[src/rtl/pipeline_fetch_unit.sv]
// ---------------------------------------------------------------------------
// pipeline_fetch_unit
//
// Instruction fetch front end for the 4-stage pipeline_processor datapath.
// Holds the instruction memory, the program counter and a small prefetch
// FIFO, and hands {pc, instruction} pairs to decode over valid/ready.
// Execute may redirect the fetch stream, which discards every prefetched
// entry and restarts fetching at the new PC.
//
// Optional feature macro: FETCH_HALT_DETECT_EN
//   defined   : a fetched opcode 4'b1111 stops fetching (RUN -> HALT).
//   undefined : opcode 4'b1111 is an ordinary instruction; HALT is never
//               entered and `halted` is tied low.
//
// Parameters
//   DEPTH    prefetch FIFO entries (power of two, 2..8)
//   PC_W     PC width; instruction memory holds 2**PC_W words
//   INSTR_W  instruction width; opcode is bits [INSTR_W-1 -: 4]
//
// Ports
//   clk             rising-edge clock
//   reset           asynchronous active-low reset
//   start           one-cycle pulse, IDLE -> RUN, fetch begins at PC 0
//   prog_we         instruction memory write enable (IDLE/HALT only)
//   prog_addr       instruction memory write address
//   prog_data       instruction memory write data
//   redirect_valid  flush prefetched entries and continue at redirect_pc
//   redirect_pc     redirect target PC
//   out_valid       FIFO head holds a valid instruction
//   out_ready       decode accepts the head this cycle
//   out_instr       instruction at the FIFO head (0 when empty)
//   out_pc          PC of the FIFO head (0 when empty)
//   busy            state is RUN
//   halted          state is HALT
// ---------------------------------------------------------------------------
module pipeline_fetch_unit #(
  parameter int DEPTH   = 4,
  parameter int PC_W    = 4,
  parameter int INSTR_W = 16
) (
  input  logic               clk,
  input  logic               reset,
  input  logic               start,
  input  logic               prog_we,
  input  logic [PC_W-1:0]    prog_addr,
  input  logic [INSTR_W-1:0] prog_data,
  input  logic               redirect_valid,
  input  logic [PC_W-1:0]    redirect_pc,
  output logic               out_valid,
  input  logic               out_ready,
  output logic [INSTR_W-1:0] out_instr,
  output logic [PC_W-1:0]    out_pc,
  output logic               busy,
  output logic               halted
);

  localparam int PTR_W     = $clog2(DEPTH);
  localparam int CNT_W     = PTR_W + 1;
  localparam int MEM_WORDS = 1 << PC_W;

  localparam logic [CNT_W-1:0] DEPTH_CNT = CNT_W'(DEPTH);

  localparam logic [1:0] ST_IDLE = 2'd0;
  localparam logic [1:0] ST_RUN  = 2'd1;
  localparam logic [1:0] ST_HALT = 2'd2;

`ifdef FETCH_HALT_DETECT_EN
  localparam logic [3:0] OPC_HALT = 4'b1111;
`endif

  // Control state
  logic [1:0]       state_q,  state_d;
  logic [PC_W-1:0]  pc_q,     pc_d;
  logic [CNT_W-1:0] count_q,  count_d;
  logic [PTR_W-1:0] rd_ptr_q, rd_ptr_d;
  logic [PTR_W-1:0] wr_ptr_q, wr_ptr_d;

  // Storage: instruction memory and FIFO payload are never reset; the
  // FIFO count alone decides which payload slots are meaningful.
  logic [INSTR_W-1:0] imem_q       [MEM_WORDS];
  logic [INSTR_W-1:0] fifo_instr_q [DEPTH];
  logic [PC_W-1:0]    fifo_pc_q    [DEPTH];

  logic               redirect_en;
  logic               pop;
  logic               push;
  logic               fetch_ok;
  logic               halt_hit;
  logic               imem_we;
  logic [INSTR_W-1:0] fetch_instr;

  // -------------------------------------------------------------------------
  // Handshake and fetch decisions
  // -------------------------------------------------------------------------
  always_comb begin
    // A redirect only means something once fetching has been started.
    redirect_en = redirect_valid && (state_q != ST_IDLE);
    pop         = out_valid && out_ready;
    // A full FIFO may still accept a word when the head leaves this cycle.
    fetch_ok    = (count_q < DEPTH_CNT) || pop;
    push        = (state_q == ST_RUN) && fetch_ok && !redirect_en;
    fetch_instr = imem_q[pc_q];
    imem_we     = prog_we && (state_q != ST_RUN);
`ifdef FETCH_HALT_DETECT_EN
    halt_hit    = push && (fetch_instr[INSTR_W-1 -: 4] == OPC_HALT);
`else
    halt_hit    = 1'b0;
`endif
  end

  // -------------------------------------------------------------------------
  // Next-state: FSM, PC, FIFO pointers and occupancy
  // -------------------------------------------------------------------------
  always_comb begin
    state_d  = state_q;
    pc_d     = pc_q;
    count_d  = count_q;
    rd_ptr_d = rd_ptr_q;
    wr_ptr_d = wr_ptr_q;

    case (state_q)
      ST_IDLE: begin
        if (start) begin
          state_d = ST_RUN;
          pc_d    = '0;
        end
      end
      ST_RUN: begin
        if (redirect_en) begin
          pc_d = redirect_pc;
        end else if (halt_hit) begin
          state_d = ST_HALT;
        end
      end
      ST_HALT: begin
        if (redirect_en) begin
          state_d = ST_RUN;
          pc_d    = redirect_pc;
        end
      end
      default: begin
        state_d = ST_IDLE;
      end
    endcase

    if (redirect_en) begin
      // Flush overrides any pop or push requested in the same cycle.
      count_d  = '0;
      rd_ptr_d = '0;
      wr_ptr_d = '0;
    end else begin
      if (push) begin
        // The halt instruction is still pushed and the PC moves past it.
        pc_d     = pc_q + PC_W'(1);
        wr_ptr_d = wr_ptr_q + PTR_W'(1);
      end
      if (pop) begin
        rd_ptr_d = rd_ptr_q + PTR_W'(1);
      end
      case ({push, pop})
        2'b10:   count_d = count_q + CNT_W'(1);
        2'b01:   count_d = count_q - CNT_W'(1);
        default: count_d = count_q;
      endcase
    end
  end

  // -------------------------------------------------------------------------
  // Control registers
  // -------------------------------------------------------------------------
  always_ff @(posedge clk or negedge reset) begin
    if (!reset) begin
      state_q  <= ST_IDLE;
      pc_q     <= '0;
      count_q  <= '0;
      rd_ptr_q <= '0;
      wr_ptr_q <= '0;
    end else begin
      state_q  <= state_d;
      pc_q     <= pc_d;
      count_q  <= count_d;
      rd_ptr_q <= rd_ptr_d;
      wr_ptr_q <= wr_ptr_d;
    end
  end

  // -------------------------------------------------------------------------
  // Instruction memory (program load only outside RUN)
  // -------------------------------------------------------------------------
  always_ff @(posedge clk) begin
    if (imem_we) begin
      imem_q[prog_addr] <= prog_data;
    end
  end

  // -------------------------------------------------------------------------
  // Prefetch FIFO payload
  // -------------------------------------------------------------------------
  always_ff @(posedge clk) begin
    if (push) begin
      fifo_instr_q[wr_ptr_q] <= fetch_instr;
      fifo_pc_q[wr_ptr_q]    <= pc_q;
    end
  end

  // -------------------------------------------------------------------------
  // Outputs
  // -------------------------------------------------------------------------
  always_comb begin
    out_valid = (count_q != '0);
    out_instr = out_valid ? fifo_instr_q[rd_ptr_q] : '0;
    out_pc    = out_valid ? fifo_pc_q[rd_ptr_q]    : '0;
    busy      = (state_q == ST_RUN);
`ifdef FETCH_HALT_DETECT_EN
    halted    = (state_q == ST_HALT);
`else
    halted    = 1'b0;
`endif
  end

endmodule

[config.mk]
export PLATFORM = sky130hd
export DESIGN_NAME = pipeline_fetch_unit
export DESIGN_NICKNAME = d
export VERILOG_FILES = /design/src/rtl/pipeline_fetch_unit.sv
export SDC_FILE = /design/constraint.sdc
export NUM_CORES = 1
export LEC_CHECK = 0
export ABC_AREA = 1
export BUFFER_PORTS_ARGS = -buffer_cell sky130_fd_sc_hd__buf_2
export CAP_MARGIN = 15
export CELL_PAD_IN_SITES_DETAIL_PLACEMENT = 0
export CELL_PAD_IN_SITES_GLOBAL_PLACEMENT = 1
export CORE_ASPECT_RATIO = 0.8
export CORE_MARGIN = 2
export CORE_UTILIZATION = 50
export CTS_BUF_LIST = sky130_fd_sc_hd__clkbuf_4
export DETAILED_ROUTE_END_ITERATION = 16
export GPL_TIMING_DRIVEN = 0
export PLACE_DENSITY_LB_ADDON = 0.1
export SLEW_MARGIN = 10
export SYNTH_ARGS = -nofsm -noshare
export SYNTH_HDL_FRONTEND = slang
export SYNTH_SLANG_ARGS = --single-unit
[constraint.sdc]
create_clock -name clk -period 2.42 [get_ports clk]
set_input_delay 0.726 -clock clk [delete_from_list [all_inputs] [get_ports clk]]
set_output_delay 0.726 -clock clk [all_outputs]
set_load 0.1 [all_outputs]
### Word-level counts from Yosys, hierarchy flattened

Memory sizes are Yosys's and may differ from the RTL's.
Index checks and enable logic that the tools add are counted.

* memories: 3
* input bits: 30
* word-level logic and storage cells: 57
* memory bits (writable): 336
* register bits: 13

* add/subtract/negate cells: 5
* bitwise operators: 1
* reductions and logical operators: 15
* magnitude comparators: 1
* mux-type cells: 20
* eq/ne operators: 7

Memories
* imem_q: depth 16, width 16, read ports 1, clocked after memory_dff 0, write ports 1, line 80 `logic [INSTR_W-1:0] imem_q [MEM_WORDS];`
* fifo_instr_q: depth 4, width 16, read ports 1, clocked after memory_dff 0, write ports 1, line 81 `logic [INSTR_W-1:0] fifo_instr_q [DEPTH];`
* fifo_pc_q: depth 4, width 4, read ports 1, clocked after memory_dff 0, write ports 1, line 82 `logic [PC_W-1:0] fifo_pc_q [DEPTH];`

Operator list (number)
* $mux W4: 5
* $mux W16: 1
* $mux W2: 6
* $pmux W4 S2: 1
* $pmux W2 S3: 1
* $pmux W3 S2: 1
* $reduce_bool A2 Y1: 3
* $reduce_bool A3 Y1: 2
* $logic_and A1 B1 Y1: 5
* $add A2 B1 Y2 const B: 2
* $add A4 B1 Y4 const B: 1
* $eq A2 B1 Y1 const B: 2
* $eq A2 B2 Y1 const B: 2
* $mux W1: 4
* $ne A2 B2 Y1 const B: 2
* $add A3 B1 Y3 const B: 1
* $lt A3 B3 Y1 const B: 1
* $mux W3: 1
* $reduce_and A3 Y1: 1
* $sub A3 B1 Y3 const B: 1
* $logic_not A2 Y1: 1
* $ne A2 B1 Y1 const B: 1
* $reduce_or A2 Y1: 1
* $logic_not A1 Y1: 1
* other kinds (2): 2

### Logic depth before layout (Yosys ltp)

* depth after elaboration: 8
* depth in mapped cells: 12
* gate-level depth less buffers: 11

### Worst setup path before layout

OpenSTA, ideal clock, no wires.

* path kind: register to output
* start point: register count_q[2]
* end point: output port out_instr[0]
* slack: -1251 ps
* stages on the path, launching flop included: 6
* data required time: 1694 ps
* arrival: 2945 ps
* cell sequence: dfrtp_1 -> nor2_1 -> nand2_1 -> inv_1 -> buf_2 -> a21oi_1

* longest elaborated chain between the ends: 2

Ends and longest elaborated chain
* start: declaration: line 74 `logic [CNT_W-1:0] count_q, count_d;`
* start signal: assignment: line 181 `count_q <= count_d;`
* $reduce_bool A3 Y1: line 210 `out_valid = (count_q != '0);`
* via out_valid: line 49 `output logic out_valid,`
* $mux W16: line 211 `out_instr = out_valid ? fifo_instr_q[rd_ptr_q] : '0;`
* end: declaration: line 51 `output logic [INSTR_W-1:0] out_instr,`

The timed path passes the listed nets, and every way through them passes these cells.

### Worst setup path in the final report

* start point: register rd_ptr_q[0]
* end point: output port out_instr[8]

* longest elaborated chain between the ends: 2

Ends and longest elaborated chain
* start: declaration: line 75 `logic [PTR_W-1:0] rd_ptr_q, rd_ptr_d;`
* start signal: assignment: line 182 `rd_ptr_q <= rd_ptr_d;`
* $mem_v2 Z4 W16
* $mux W16: line 211

No other way between the ends.

==> summary.md <==
| Metric | Value |
|---|---|
| Crit end category | `primary output` |
| Port-buffer cells | `51` |
| Post-route antenna net violation count | `0` |
| NetSw | `around 8.3 mW` |
| Layout Nets | `roughly 1400` |
| Slew Limit Fails | `0` |
| Failing checks | `setup timing` |
| Buf+Inv Stages, Crit Path | `3` |
| Die Footprint | `30100 um^2` |
| Via density per instance | `5.52` |
| DRC viols | `0` |
| Clock network power share | `0.229` |
| CP required | `1.69 ns` |
| Fin area | `about 17000 um^2` |
| Hpwl dp | `about 27000 um` |
| Worst Setup Start Kind | `flop` |
| Synth Net Count | `1226` |
| Via count | `9858` |
| Setup WS post-layout | `-0.335 ns` |
| Die height | `156 um` |
| GR Layer Usage met2 | `0.385` |
| Setup tns final | `-6.13 ns` |
| Fin crit period | `2.76 ns` |
| Synth Warn # | `0` |
| Global route total overflow | `0` |
| CP Max Fanout | `8` |
| Clock root buffer | `clkbuf_4` |
| Worst path max stage delay | `~0.38 ns` |
| Register area share after synthesis | `0.724` |
| MaxCap Viol Count | `0` |
| Slowest-stage cell, CP | `dfrtp_1` |
| Post-Syn Area | `approximately 14000 um^2` |
| Average cell area after synthesis | `12.1 um^2` |
| Layout cells sized above 1 | `0.247` |
| RD Place Congestion | `0.935` |
| Crit Path Class | `flop to primary output` |
| Worst min-delay path class | `input port to flop` |
| Most frequent cells in the layout | `edfxtp_1, nor2_1, nand2_1` |
| FMAX | `363 MHz` |
| Area Overhead vs Synth | `21.2%` |
| Core area | `~28000 um^2` |
| Clock tree buffer depth | `3` |
| Critical path, cell by cell | `buf_12 -> clkbuf_16 -> nor2_1 -> nor2_1 -> o21ai_1 -> a21oi_4 -> buf_12` |
| Unrepaired setup endpoints after global routing | `true` |
| Sequential power share | `0.359` |
| Row count | `55` |
| Sw Share | `0.401` |
| Place WS | `-0.346 ns` |
| Fin util | `0.615` |
| Commonest non-fill, non-tap cell in the layout | `edfxtp_1` |
| Vias in the first global route | `between 9000 and 10000` |
| Dpl cell area | `15600 um^2` |
| PD cells | `1200 nW/um^2` |
| Wire per inst | `22.5 um` |
| Worst-path clk slew | `roughly 0.070 ns` |
| Fin. Hold Viols | `0` |
| Busiest layer in global routing | `met1` |
| Peak supply drop | `785 uV` |
| Status | `complete, but fails checks` |
| CTS tree | `done` |
| Post-synthesis register bit count | `348` |
| Period utilization | `1.14` |
| Comb pwr share | `0.412` |
| Slew at the pin closest to its max-slew limit | `0.834 ns` |
| Post-synthesis instance total | `1190` |
| Met3 GRT Util | `0.0546` |
| I/O pins | `53` |
| Total Power | `20.8 mW` |
| Initial Util | `0.507` |
| Skew-Pair Late Insertion Delay | `about 0.75 ns` |
| Maximum number of pins on one net before global-route repair | `17` |
| R2R setup slack | `0.10 ns` |
| CP arrival | `2.03 ns` |
| Die Wd | `193 um` |
| First-pass GRT wire length | `59000 um` |
| Slew margin rel. | `0.443` |
| CP delay by family, top | `buffers and inverters` |
| Drt first pass iters | `5` |
| Setup Skew | `0.0551 ns` |
| Internal Pwr Total | `around 12 mW` |
| GR Util met1 | `0.423` |
| Leak | `6.39 nW` |
| Synth unique cells | `30` |
| H-tree levels | `3` |
| Antenna violations before repair | `1` |
| DRT iter0 DRCs | `around 1200` |
| Clock sink total | `348` |
| Gr usage total | `0.270` |
| WL final | `40200 um` |
| Final setup vio count | `20` |
| Inserted Clock Buffers | `90` |
## synthesized netlist by cell type
master      n  share of area
conb_1      1        0.00026
nand3b_1    2         0.0010
fa_1        1         0.0014
buf_2      27         0.0094
a21oi_1    22         0.0077
nand4_1     2        0.00087
o22ai_1     1        0.00044
o211ai_1   54          0.028
buf_4      11         0.0058
buf_6      15          0.012
ha_1        5         0.0044
xor2_1      3         0.0018
clkbuf_1   13         0.0034
edfxtp_1  336           0.70
o21ai_0    86          0.030
a21oi_2     1        0.00061
nor2_1    224          0.059
clkinv_1    1        0.00026
inv_4       1        0.00044
inv_2       2        0.00052
xnor2_1     1        0.00061
dfrtp_1    12          0.021
nand3_1   106          0.037
nand2_2     2        0.00087
buf_1       5         0.0013
inv_1      73          0.019
a31oi_1     1        0.00044
o31ai_1     1        0.00052
o21ai_1    19         0.0066
nand2_1   162          0.042
## per-stage QoR
stage	std cells	hold WS, ns
floorplan	1190	0.430
global placement	1611	0.506
detailed placement	1630	0.508
CTS	1781	0.185
global route	1784	0.217
finish	1785	0.240
## timing repair
item | in CTS | in global routing
pin swaps | 3 | 5
endpoints found under the hold margin | 12 | 0
hold buffers | 1 | 0
cloned | 0 | 1
setup buffers | 3 | 1
endpoints found under the setup margin | 22 | 38
gates resized for setup | 175 | 41
## power groups by stage
stage / clock (mW) / sequential [mW] / combinational [mW]
after global placement: 0 / 7.58 / 7.13
after detailed placement: 0 / 7.58 / 7.22
after global routing: 5.17 / 7.51 / 9.03
after floorplan: 0 / 7.54 / 5.11
final: 4.77 / 7.47 / 8.57
after CTS: 4.84 / 7.45 / 8.31
## state kept, by name, summed over array words and instances, names as in the netlist
name          cells
imem_q          256
pc_q              4
wr_ptr_q          2
rd_ptr_q          2
count_q           3
state_q           1
fifo_pc_q        16
fifo_instr_q     64
## logic make-up (layout without fill, tap and decap cells)
kind of cell             count (synthesis)  after routing  share of synthesized area
AND/OR/NAND/NOR                        498            498                      0.141
flip-flops                             348            348                      0.724
AO/OA/AOI/OAI                          185            185                     0.0746
buffers and inverters                  148            371                     0.0520
adder cells (fa/ha/maj)                  6              6                    0.00576
XOR/XNOR                                 4              4                    0.00244
other                                    1              3                   0.000261
## per-layer routing
metal  share of wire  wire length, um
met3           0.081             3270
met5               0                0
met4           0.014              578
met2            0.43            17200
met1            0.48            19100
## path summary, 6_finish.rpt
path | to | start | cells after the start
max reg2reg | fifo_instr_q[3][7]$_DFFE_PP_ | pc_q[0]$_DFF_PN0_ | 8
max | out_instr[8] | rd_ptr_q[0]$_DFFE_PN0P_ | 7
min | state_q[0]$_DFFE_PN0P_ | start | 3
max in group asynchronous | rd_ptr_q[1]$_DFFE_PN0P_ | reset | 2
min reg2reg | fifo_pc_q[2][2]$_DFFE_PP_ | pc_q[2]$_DFF_PN0_ | 0
min in group asynchronous | count_q[1]$_DFFE_PN0P_ | reset | 2
## worst min-delay path, delay by kind of cell
| family | cells | cell delay (ns) |
|---|---|---|
| simple gates | 1 | 0.05 |
| buf+inv | 2 | 0.13 |
## cell type report
type	instances	area, um^2
Buffer	71	637
Sequential cell	348	10400
Clock inverter	23	115
Clock buffer	124	931
Fill cell	2272	10900
Antenna cell	2	5.00
Timing Repair Buffer	76	913
Multi-Input combinational cell	694	3620
Tap cell	370	463
Inverter	77	300
No activity file was read; power rests on OpenSTA's default activity.
